===== src/rtl/mipi_readback_ctrl_pkg.sv =====
// Shared definitions for the DSI readback controller:
// FSM encodings, header field positions, error bit indices.
package mipi_readback_ctrl_pkg;

    localparam logic [1:0] ST_IDLE = 2'd0;
    localparam logic [1:0] ST_HDR  = 2'd1;
    localparam logic [1:0] ST_REQ  = 2'd2;
    localparam logic [1:0] ST_PAY  = 2'd3;

    localparam int HDR_DT_LO = 0;
    localparam int HDR_DT_HI = 5;
    localparam int HDR_VC_LO = 6;
    localparam int HDR_VC_HI = 7;
    localparam int HDR_WC_LO = 8;
    localparam int HDR_WC_HI = 23;

    localparam int ERR_NODATA = 0;
    localparam int ERR_TMO    = 1;
    localparam int ERR_ABORT  = 2;
    localparam int ERR_LEN    = 3;

    typedef struct packed {
        logic [1:0]  vc;
        logic [5:0]  dt;
        logic [15:0] bc;
    } cmd_t;

    // ceil(bc / 2**sh) in 17-bit arithmetic so 0xFFFF does not wrap
    function automatic logic [15:0] words_for(input logic [15:0] bc, input int sh);
        logic [16:0] s;
        s = {1'b0, bc} + 17'((1 << sh) - 1);
        return 16'(s >> sh);
    endfunction

endpackage


===== src/rtl/mipi_readback_ctrl_len_chk.sv =====
// Payload length checker: expected word count, word counter,
// and the final count-vs-expected compare.
module mipi_rb_len_chk
    import mipi_readback_ctrl_pkg::*;
#(
    parameter int DATA_W = 32
) (
    input  logic        clk,
    input  logic        rstn,
    input  logic        load,
    input  logic [15:0] byte_count,
    input  logic        inc,
    output logic        exp_zero,
    output logic        len_bad
);

    localparam int SH = $clog2(DATA_W / 8);

    logic [15:0] exp_words;
    logic [15:0] cnt;

    // latch expected words with the header; count consumed payload words
    always_ff @(posedge clk or negedge rstn) begin
        if (!rstn) begin
            exp_words <= '0;
            cnt       <= '0;
        end else if (load) begin
            exp_words <= words_for(byte_count, SH);
            cnt       <= '0;
        end else if (inc) begin
            cnt <= cnt + 16'd1;
        end
    end

    assign exp_zero = (exp_words == 16'd0);
    assign len_bad  = ((cnt + 16'd1) != exp_words);

endmodule


===== src/rtl/mipi_readback_ctrl.sv =====
// Peripheral-side DSI read-response controller: pops a header
// on bus turnaround, issues one TX command, streams the payload.
module mipi_readback_ctrl
    import mipi_readback_ctrl_pkg::*;
#(
    parameter int DATA_W  = 32,
    parameter int RD_LAT  = 2,
    parameter int ACK_TMO = 1023,
    parameter int VC_HDR  = 1
) (
    input  logic              clk_periph,
    input  logic              rstn,
    input  logic              mipi_periph_dphy_direction,
    input  logic              mipi_periph_tx_cmd_ack,
    input  logic              mipi_periph_tx_payload_en,
    input  logic              mipi_periph_tx_payload_en_last,
    output logic              bta_clk,
    output logic              bta_rd,
    input  logic [DATA_W-1:0] bta_data,
    input  logic              bta_empty,
    output logic [DATA_W-1:0] mipi_periph_tx_payload,
    output logic [1:0]        mipi_periph_tx_cmd_vc,
    output logic [5:0]        mipi_periph_tx_cmd_data_type,
    output logic [15:0]       mipi_periph_tx_cmd_byte_count,
    output logic              mipi_periph_tx_cmd_req,
    output logic              busy,
    output logic [3:0]        err_flags,
    input  logic              err_clr
);

    localparam logic [2:0]  LAT_LAST = 3'(RD_LAT - 1);
    localparam logic [15:0] TMO_LAST = 16'(ACK_TMO - 1);

    logic        dir_d;
    logic        fall;
    logic        rise;
    logic [1:0]  state;
    logic [1:0]  state_n;
    logic [2:0]  lat_cnt;
    logic [15:0] tmo_cnt;
    logic        hdr_done;
    logic        tmo_hit;
    logic        pay_word;
    logic        pay_last;
    logic        exp_zero;
    logic        len_bad;
    logic [3:0]  err_set;
    cmd_t        cmd;

    assign fall     = dir_d & ~mipi_periph_dphy_direction;
    assign rise     = ~dir_d & mipi_periph_dphy_direction;
    assign hdr_done = (state == ST_HDR) && (lat_cnt == LAT_LAST);
    assign tmo_hit  = (ACK_TMO != 0) && (tmo_cnt == TMO_LAST);
    assign pay_word = (state == ST_PAY) && mipi_periph_tx_payload_en;
    assign pay_last = pay_word && mipi_periph_tx_payload_en_last;

    assign bta_clk = clk_periph;
    assign bta_rd  = ((state == ST_IDLE) && fall && !bta_empty) || pay_word;

    assign mipi_periph_tx_payload        = bta_data;
    assign mipi_periph_tx_cmd_vc         = cmd.vc;
    assign mipi_periph_tx_cmd_data_type  = cmd.dt;
    assign mipi_periph_tx_cmd_byte_count = cmd.bc;
    assign mipi_periph_tx_cmd_req        = (state == ST_REQ);
    assign busy                          = (state != ST_IDLE);

    mipi_rb_len_chk #(
        .DATA_W (DATA_W)
    ) u_len_chk (
        .clk        (clk_periph),
        .rstn       (rstn),
        .load       (hdr_done),
        .byte_count (bta_data[HDR_WC_HI:HDR_WC_LO]),
        .inc        (pay_word),
        .exp_zero   (exp_zero),
        .len_bad    (len_bad)
    );

    // next state and error events; abort beats ack and last
    always_comb begin
        state_n = state;
        err_set = '0;
        unique case (state)
            ST_IDLE: begin
                if (fall) begin
                    if (bta_empty) err_set[ERR_NODATA] = 1'b1;
                    else           state_n = ST_HDR;
                end
            end
            ST_HDR: begin
                if (rise) begin
                    err_set[ERR_ABORT] = 1'b1;
                    state_n = ST_IDLE;
                end else if (hdr_done) begin
                    state_n = ST_REQ;
                end
            end
            ST_REQ: begin
                if (rise) begin
                    err_set[ERR_ABORT] = 1'b1;
                    state_n = ST_IDLE;
                end else if (mipi_periph_tx_cmd_ack) begin
                    state_n = exp_zero ? ST_IDLE : ST_PAY;
                end else if (tmo_hit) begin
                    err_set[ERR_TMO] = 1'b1;
                    state_n = ST_IDLE;
                end
            end
            ST_PAY: begin
                if (rise) begin
                    err_set[ERR_ABORT] = 1'b1;
                    state_n = ST_IDLE;
                end else begin
                    if (pay_word && bta_empty) err_set[ERR_NODATA] = 1'b1;
                    if (pay_last) begin
                        if (len_bad) err_set[ERR_LEN] = 1'b1;
                        state_n = ST_IDLE;
                    end
                end
            end
            default: state_n = ST_IDLE;
        endcase
    end

    // state, direction history, latency and timeout counters
    always_ff @(posedge clk_periph or negedge rstn) begin
        if (!rstn) begin
            state   <= ST_IDLE;
            dir_d   <= 1'b0;
            lat_cnt <= '0;
            tmo_cnt <= '0;
        end else begin
            state   <= state_n;
            dir_d   <= mipi_periph_dphy_direction;
            lat_cnt <= (state == ST_HDR) ? lat_cnt + 3'd1 : 3'd0;
            tmo_cnt <= (state == ST_REQ) ? tmo_cnt + 16'd1 : 16'd0;
        end
    end

    // command fields captured when the header word is valid
    always_ff @(posedge clk_periph or negedge rstn) begin
        if (!rstn) begin
            cmd <= '0;
        end else if (hdr_done) begin
            cmd.dt <= bta_data[HDR_DT_HI:HDR_DT_LO];
            cmd.bc <= bta_data[HDR_WC_HI:HDR_WC_LO];
            cmd.vc <= (VC_HDR != 0) ? bta_data[HDR_VC_HI:HDR_VC_LO] : 2'd0;
        end
    end

    // sticky error flags; a new event wins over a same-cycle clear
    always_ff @(posedge clk_periph or negedge rstn) begin
        if (!rstn) err_flags <= '0;
        else       err_flags <= (err_flags & ~{4{err_clr}}) | err_set;
    end

endmodule


===== config.mk =====
export PLATFORM = sky130hd
export DESIGN_NAME = mipi_readback_ctrl
export DESIGN_NICKNAME = d
export VERILOG_FILES = /design/src/rtl/mipi_readback_ctrl_pkg.sv /design/src/rtl/mipi_readback_ctrl_len_chk.sv /design/src/rtl/mipi_readback_ctrl.sv
export SDC_FILE = /design/constraint.sdc
export NUM_CORES = 1
export LEC_CHECK = 0
export ABC_AREA = 1
export BUFFER_PORTS_ARGS = -buffer_cell sky130_fd_sc_hd__buf_2
export CORE_MARGIN = 2
export CORE_UTILIZATION = 43
export DETAILED_ROUTE_END_ITERATION = 10
export PLACE_DENSITY = 0.77
export RECOVER_POWER = 25
export SKIP_CTS_REPAIR_TIMING = 1
export SYNTH_ARGS = -nofsm -noshare
export SYNTH_HDL_FRONTEND = slang
export SYNTH_HIERARCHICAL = 1
export SYNTH_SLANG_ARGS = --single-unit
export TNS_END_PERCENT = 1

===== constraint.sdc =====
create_clock -name clk_periph -period 2.2 [get_ports clk_periph]
set_clock_uncertainty 0.1 [all_clocks]
set_input_delay 0.33 -clock clk_periph [delete_from_list [all_inputs] [get_ports clk_periph]]
set_output_delay 0.33 -clock clk_periph [all_outputs]
set_load 0.01 [all_outputs]

After elaboration in Yosys (flattened, before gate mapping)
Index checks and enable logic that the tools add are counted.
{"block": "word_totals", "ff_bits": 81, "output_inout_bits": 64, "elab_cells": 76}
{"block": "classes", "n_addsub": 4, "n_eq_ne": 11, "muxes": 30, "n_bitwise": 7, "reduce_logical": 14}
{"cell": "16-bit 2-to-1 mux", "n": 3}
{"cell": "16-bit by 1-bit adder with 16-bit output, second input constant", "n": 2}
{"cell": "2-bit 2-to-1 mux", "n": 10}
{"cell": "16-bit by 2-bit adder with 17-bit output, second input constant", "n": 1}
{"cell": "16-bit by 10-bit equality test with 1-bit output, second input constant", "n": 1}
{"cell": "16-bit zero test", "n": 1}
{"cell": "16-bit by 15-bit inequality test with 1-bit output", "n": 1}
{"cell": "1-bit 2-to-1 mux", "n": 14}
{"cell": "2-bit case mux with 4 select lines", "n": 1}
{"cell": "1-bit logical AND", "n": 6}
{"cell": "3-bit inequality test, second input constant", "n": 2}
{"cell": "5-bit AND reduction", "n": 1}
{"cell": "4-bit AND", "n": 1}
{"cell": "2-bit equality test, second input constant", "n": 2}
{"cell": "2-bit inequality test, second input constant", "n": 2}
{"cell": "4-bit by 2-bit inequality test with 1-bit output, second input constant", "n": 1}
{"cell": "4-bit NOT", "n": 1}
{"cell": "4-bit OR", "n": 1}
{"cell": "2-bit nonzero test", "n": 2}
{"cell": "3-bit by 1-bit adder with 3-bit output, second input constant", "n": 1}
{"cell": "3-bit by 1-bit equality test with 1-bit output, second input constant", "n": 1}
{"cell": "3-bit 2-to-1 mux", "n": 1}
{"cell": "3-bit OR reduction", "n": 1}
{"cell": "1-bit AND", "n": 2}
{"cell": "other kinds (6)", "n": 7}

Depth between registers and ports, before layout
{"block": "logic_depth", "word_depth": 7, "ltp_mapped": 15}

Cells and area by module
Netlist, hierarchy kept.
{"mod": "mipi_readback_ctrl", "n_inst": 1, "cells_each": 322, "area_per_inst_um2": 2626.3}
{"mod": "mipi_rb_len_chk", "n_inst": 1, "cells_each": 329, "area_per_inst_um2": 2173.3}

==> impl_metrics.ini <==
[sta]
worst_slack_ns = 0.226
fmax_mhz = 507
period_minus_slack_ns = 1.97
final_hold_viol_count = 0
tns_ns = 0
rsz0062_at_grt = no
fin_crit_sh_pct = 89.7
drv_slew = 0
worst_pin_slew_ns = 0.939
whs_ns = 0.0000906
slew_headroom_pct = 37.4
finalSetupViolCount = 0

[layout]
drive_gt1_share_pct = 18.7
antennaDiodeCount = 0
stdcell_count = 872
final_nets = 776
area_growth_pct = 15.5
postLayoutCoreUtil_pct = 50.9

[power]
p_sw_mw = 2.08
power_density_nw_per_um2 = 973
p_int_mw = 3.31
ir_worst_vdd_mv = 0.588
p_seq_share_pct = 40.6
sw_frac_of_total_pct = 38.7
p_comb_share_pct = 35.2
p_leak_nw = 2.76
clockPowerShare_pct = 24.1

[synthesis]
yosys_warnings = 6
syn-num-nets = 700
async_reset_ff_share_pct = 100
syn_inst = 651
syn_avg_cell_area_sq_um = 7.37
ys_ff_latch = 81
ys_types = 33
synth_flop_cell = dfrtp_1
syn-cell-area_sq_um = 4800
synth_edf_count = 0
ys_seq_area_share_pct = 42.2

[floorplan]
die_y_um = 110
die-width_um = 110
coreArea_sq_um = 10900
dieArea_sq_um = 12000
initial_core_util_pct = 44.1
ios = 104
row_count = 38

[outcome]
status = finished clean

[clock_network]
clk_pin_slew_ns = 0.09
cts_tree = yes
insertion_delay_ns = 0.48

[route]
vias_per_cell = 5.02
vias = 4379
drcViolationCount = 0
drt_iter0_drc = 365
avgRoutedWirePerCell_um = 13.0
drtAntennaViolNets = 0
drt_pass1_iterations = 5
drt-total-wl_mm = 11.4

[grt]
antenna_found_initial = 0
grt_start_max_net_pins = 50
grt_pass1_vias = 4020
track_usage_pct = 20.6
grt_pass1_wl_mm = 18.9
grt_overflow = 0

[place]
hpwl_mm = 8.31
detailedPlace.worstSlack_ns = 0.208
routabilityCongestion = 0.951
dp.cells = 841
numPortBuffers = 87

[critical_path]
r2r-end = err_flags[3]
crit_path_cell_trace = buf_4 > nand2_2 > nor2_4 > nand2_1 > nand2_1 > nor2_1 > nor2_1 > nand3_1 > nor2_1 > nand2_1 > nor2_1 > nand2_1 > nand4_1 > o21ai_0
r2r_cells = 14
cp-start-kind = register
r2r-start = u_len_chk/cnt[1]
path_buf_inv = 1
crit_path_end = err_flags[3]
cp-end-kind = register
cp.required_ns = 2.47
rrSetupSlack_ns = 0.23
path_class = register to register
cp_slowest_stage_delay_ns = 0.40
crit_path_start = u_len_chk/cnt[1]
path_depth = 14
critical-path-top-delay-family = simple AND/OR/NAND/NOR gates
worstPathArrival_ns = 2.24
critPathMaxFanout = 10
crit_slowest_cell = dfrtp_1

[worst_hold_path]
holdCritPathClass = input port to register
min_from = err_clr

[run]
cap_violations = 0
## placed cells by master (no fill, tap or decap), drive strengths merged
cell type and n:
a21oi 11, a31oi 1, buf 82, bufinv 1
clkbuf 25, clkinv 4, clkinvlp 3, dfrtp 81
dlygate4sd3 10, ha 9, inv 83, nand2 214
nand3 59, nand3b 3, nand4 15, nor2 60
nor3 15, nor4 1, o211ai 2, o21ai 32
o21bai 3, o22ai 11, or2 1, xnor2 4
xor2 2
## sequential cells by signal (all words and copies together) (netlist names)
| name | flops |
|---|---|
| u_len_chk/exp_words | 15 |
| state | 2 |
| u_len_chk/cnt | 16 |
| lat_cnt | 3 |
| mipi_periph_tx_cmd_data_type | 6 |
| dir_d | 1 |
| mipi_periph_tx_cmd_vc | 2 |
| err_flags | 4 |
| mipi_periph_tx_cmd_byte_count | 16 |
| tmo_cnt | 16 |
## layout make-up
| type | instances | area, sq um |
|---|---|---|
| clock inverter | 6 | 66.3 |
| tap | 140 | 175 |
| sequential | 81 | 2030 |
| multi-input combinational | 443 | 2180 |
| timing repair buffer | 103 | 594 |
| inverter | 85 | 319 |
| fill | 1042 | 5350 |
| clock buffer | 14 | 184 |
## cell usage after synthesis (4+ instances only)
| library cell | number | area share, % |
|---|---|---|
| o22ai_1 | 11 | 1.4 |
| a21oi_1 | 11 | 1.1 |
| nand2_2 | 9 | 1.2 |
| o21ai_0 | 28 | 2.9 |
| nand3_1 | 55 | 5.7 |
| inv_1 | 77 | 6.0 |
| nor2_4 | 9 | 2.1 |
| ha_1 | 9 | 2.3 |
| nand2_1 | 204 | 16 |
| dfrtp_1 | 81 | 42 |
| nor3_1 | 14 | 1.5 |
| inv_2 | 5 | 0.39 |
| nand4_1 | 15 | 2.0 |
| xnor2_1 | 4 | 0.73 |
| buf_2 | 5 | 0.52 |
| o21ai_1 | 4 | 0.42 |
| nor2_1 | 48 | 3.8 |
| buf_4 | 34 | 5.3 |
## layer usage
| layer | up-vias | global-route usage [%] | part of all wire [%] |
|---|---|---|---|
| li1 | 2189 | - | - |
| met1 | 2025 | 27.1 | 45 |
| met2 | 143 | 31.8 | 46 |
| met3 | 22 | 4.68 | 6.0 |
| met4 | 0 | 10.6 | 2.7 |
| met5 | - | 0 | 0 |
## how the worst min path moves through the flow
| stage | to | slack, ns | cells past startpoint |
|---|---|---|---|
| after floorplan | dir_d | -0.07 | 0 |
| after global placement | mipi_periph_tx_cmd_byte_count[12] | 0.22 | 1 |
| after detailed placement | mipi_periph_tx_cmd_byte_count[11] | 0.23 | 1 |
| after CTS | mipi_periph_tx_cmd_byte_count[11] | -0.29 | 1 |
| after global routing | err_flags[0] | 0.002 | 2 |
| final | err_flags[0] | 0.00009 | 2 |
## kinds of logic after synthesis
family	after synthesis	share of synthesized area, %
buffers and inverters	127	12.7
XOR/XNOR	6	1.09
adder cells (fa/ha/maj)	9	2.35
AO/OA/AOI/OAI	60	6.91
flip-flops	81	42.2
AND/OR/NAND/NOR	368	34.7
## power groups by stage
stage                     clock network [mW]  registers [mW]  logic [mW]
after global routing                    1.41            2.24        2.18
after floorplan                       0.0375            2.26        1.15
after global placement                0.0275            2.21        1.83
after detailed placement              0.0275            2.20        1.87
final                                   1.30            2.19        1.90
after CTS                               1.33            2.18        1.87
## metrics by stage
step                total power [mW]  instance area, sq um
floorplan                       3.45                  4800
global placement                4.07                  5180
detailed placement              4.10                  5180
CTS                             5.38                  5430
global route                    5.83                  5540
finish                          5.39                  5540
Power figures use the tool's default switching activity.
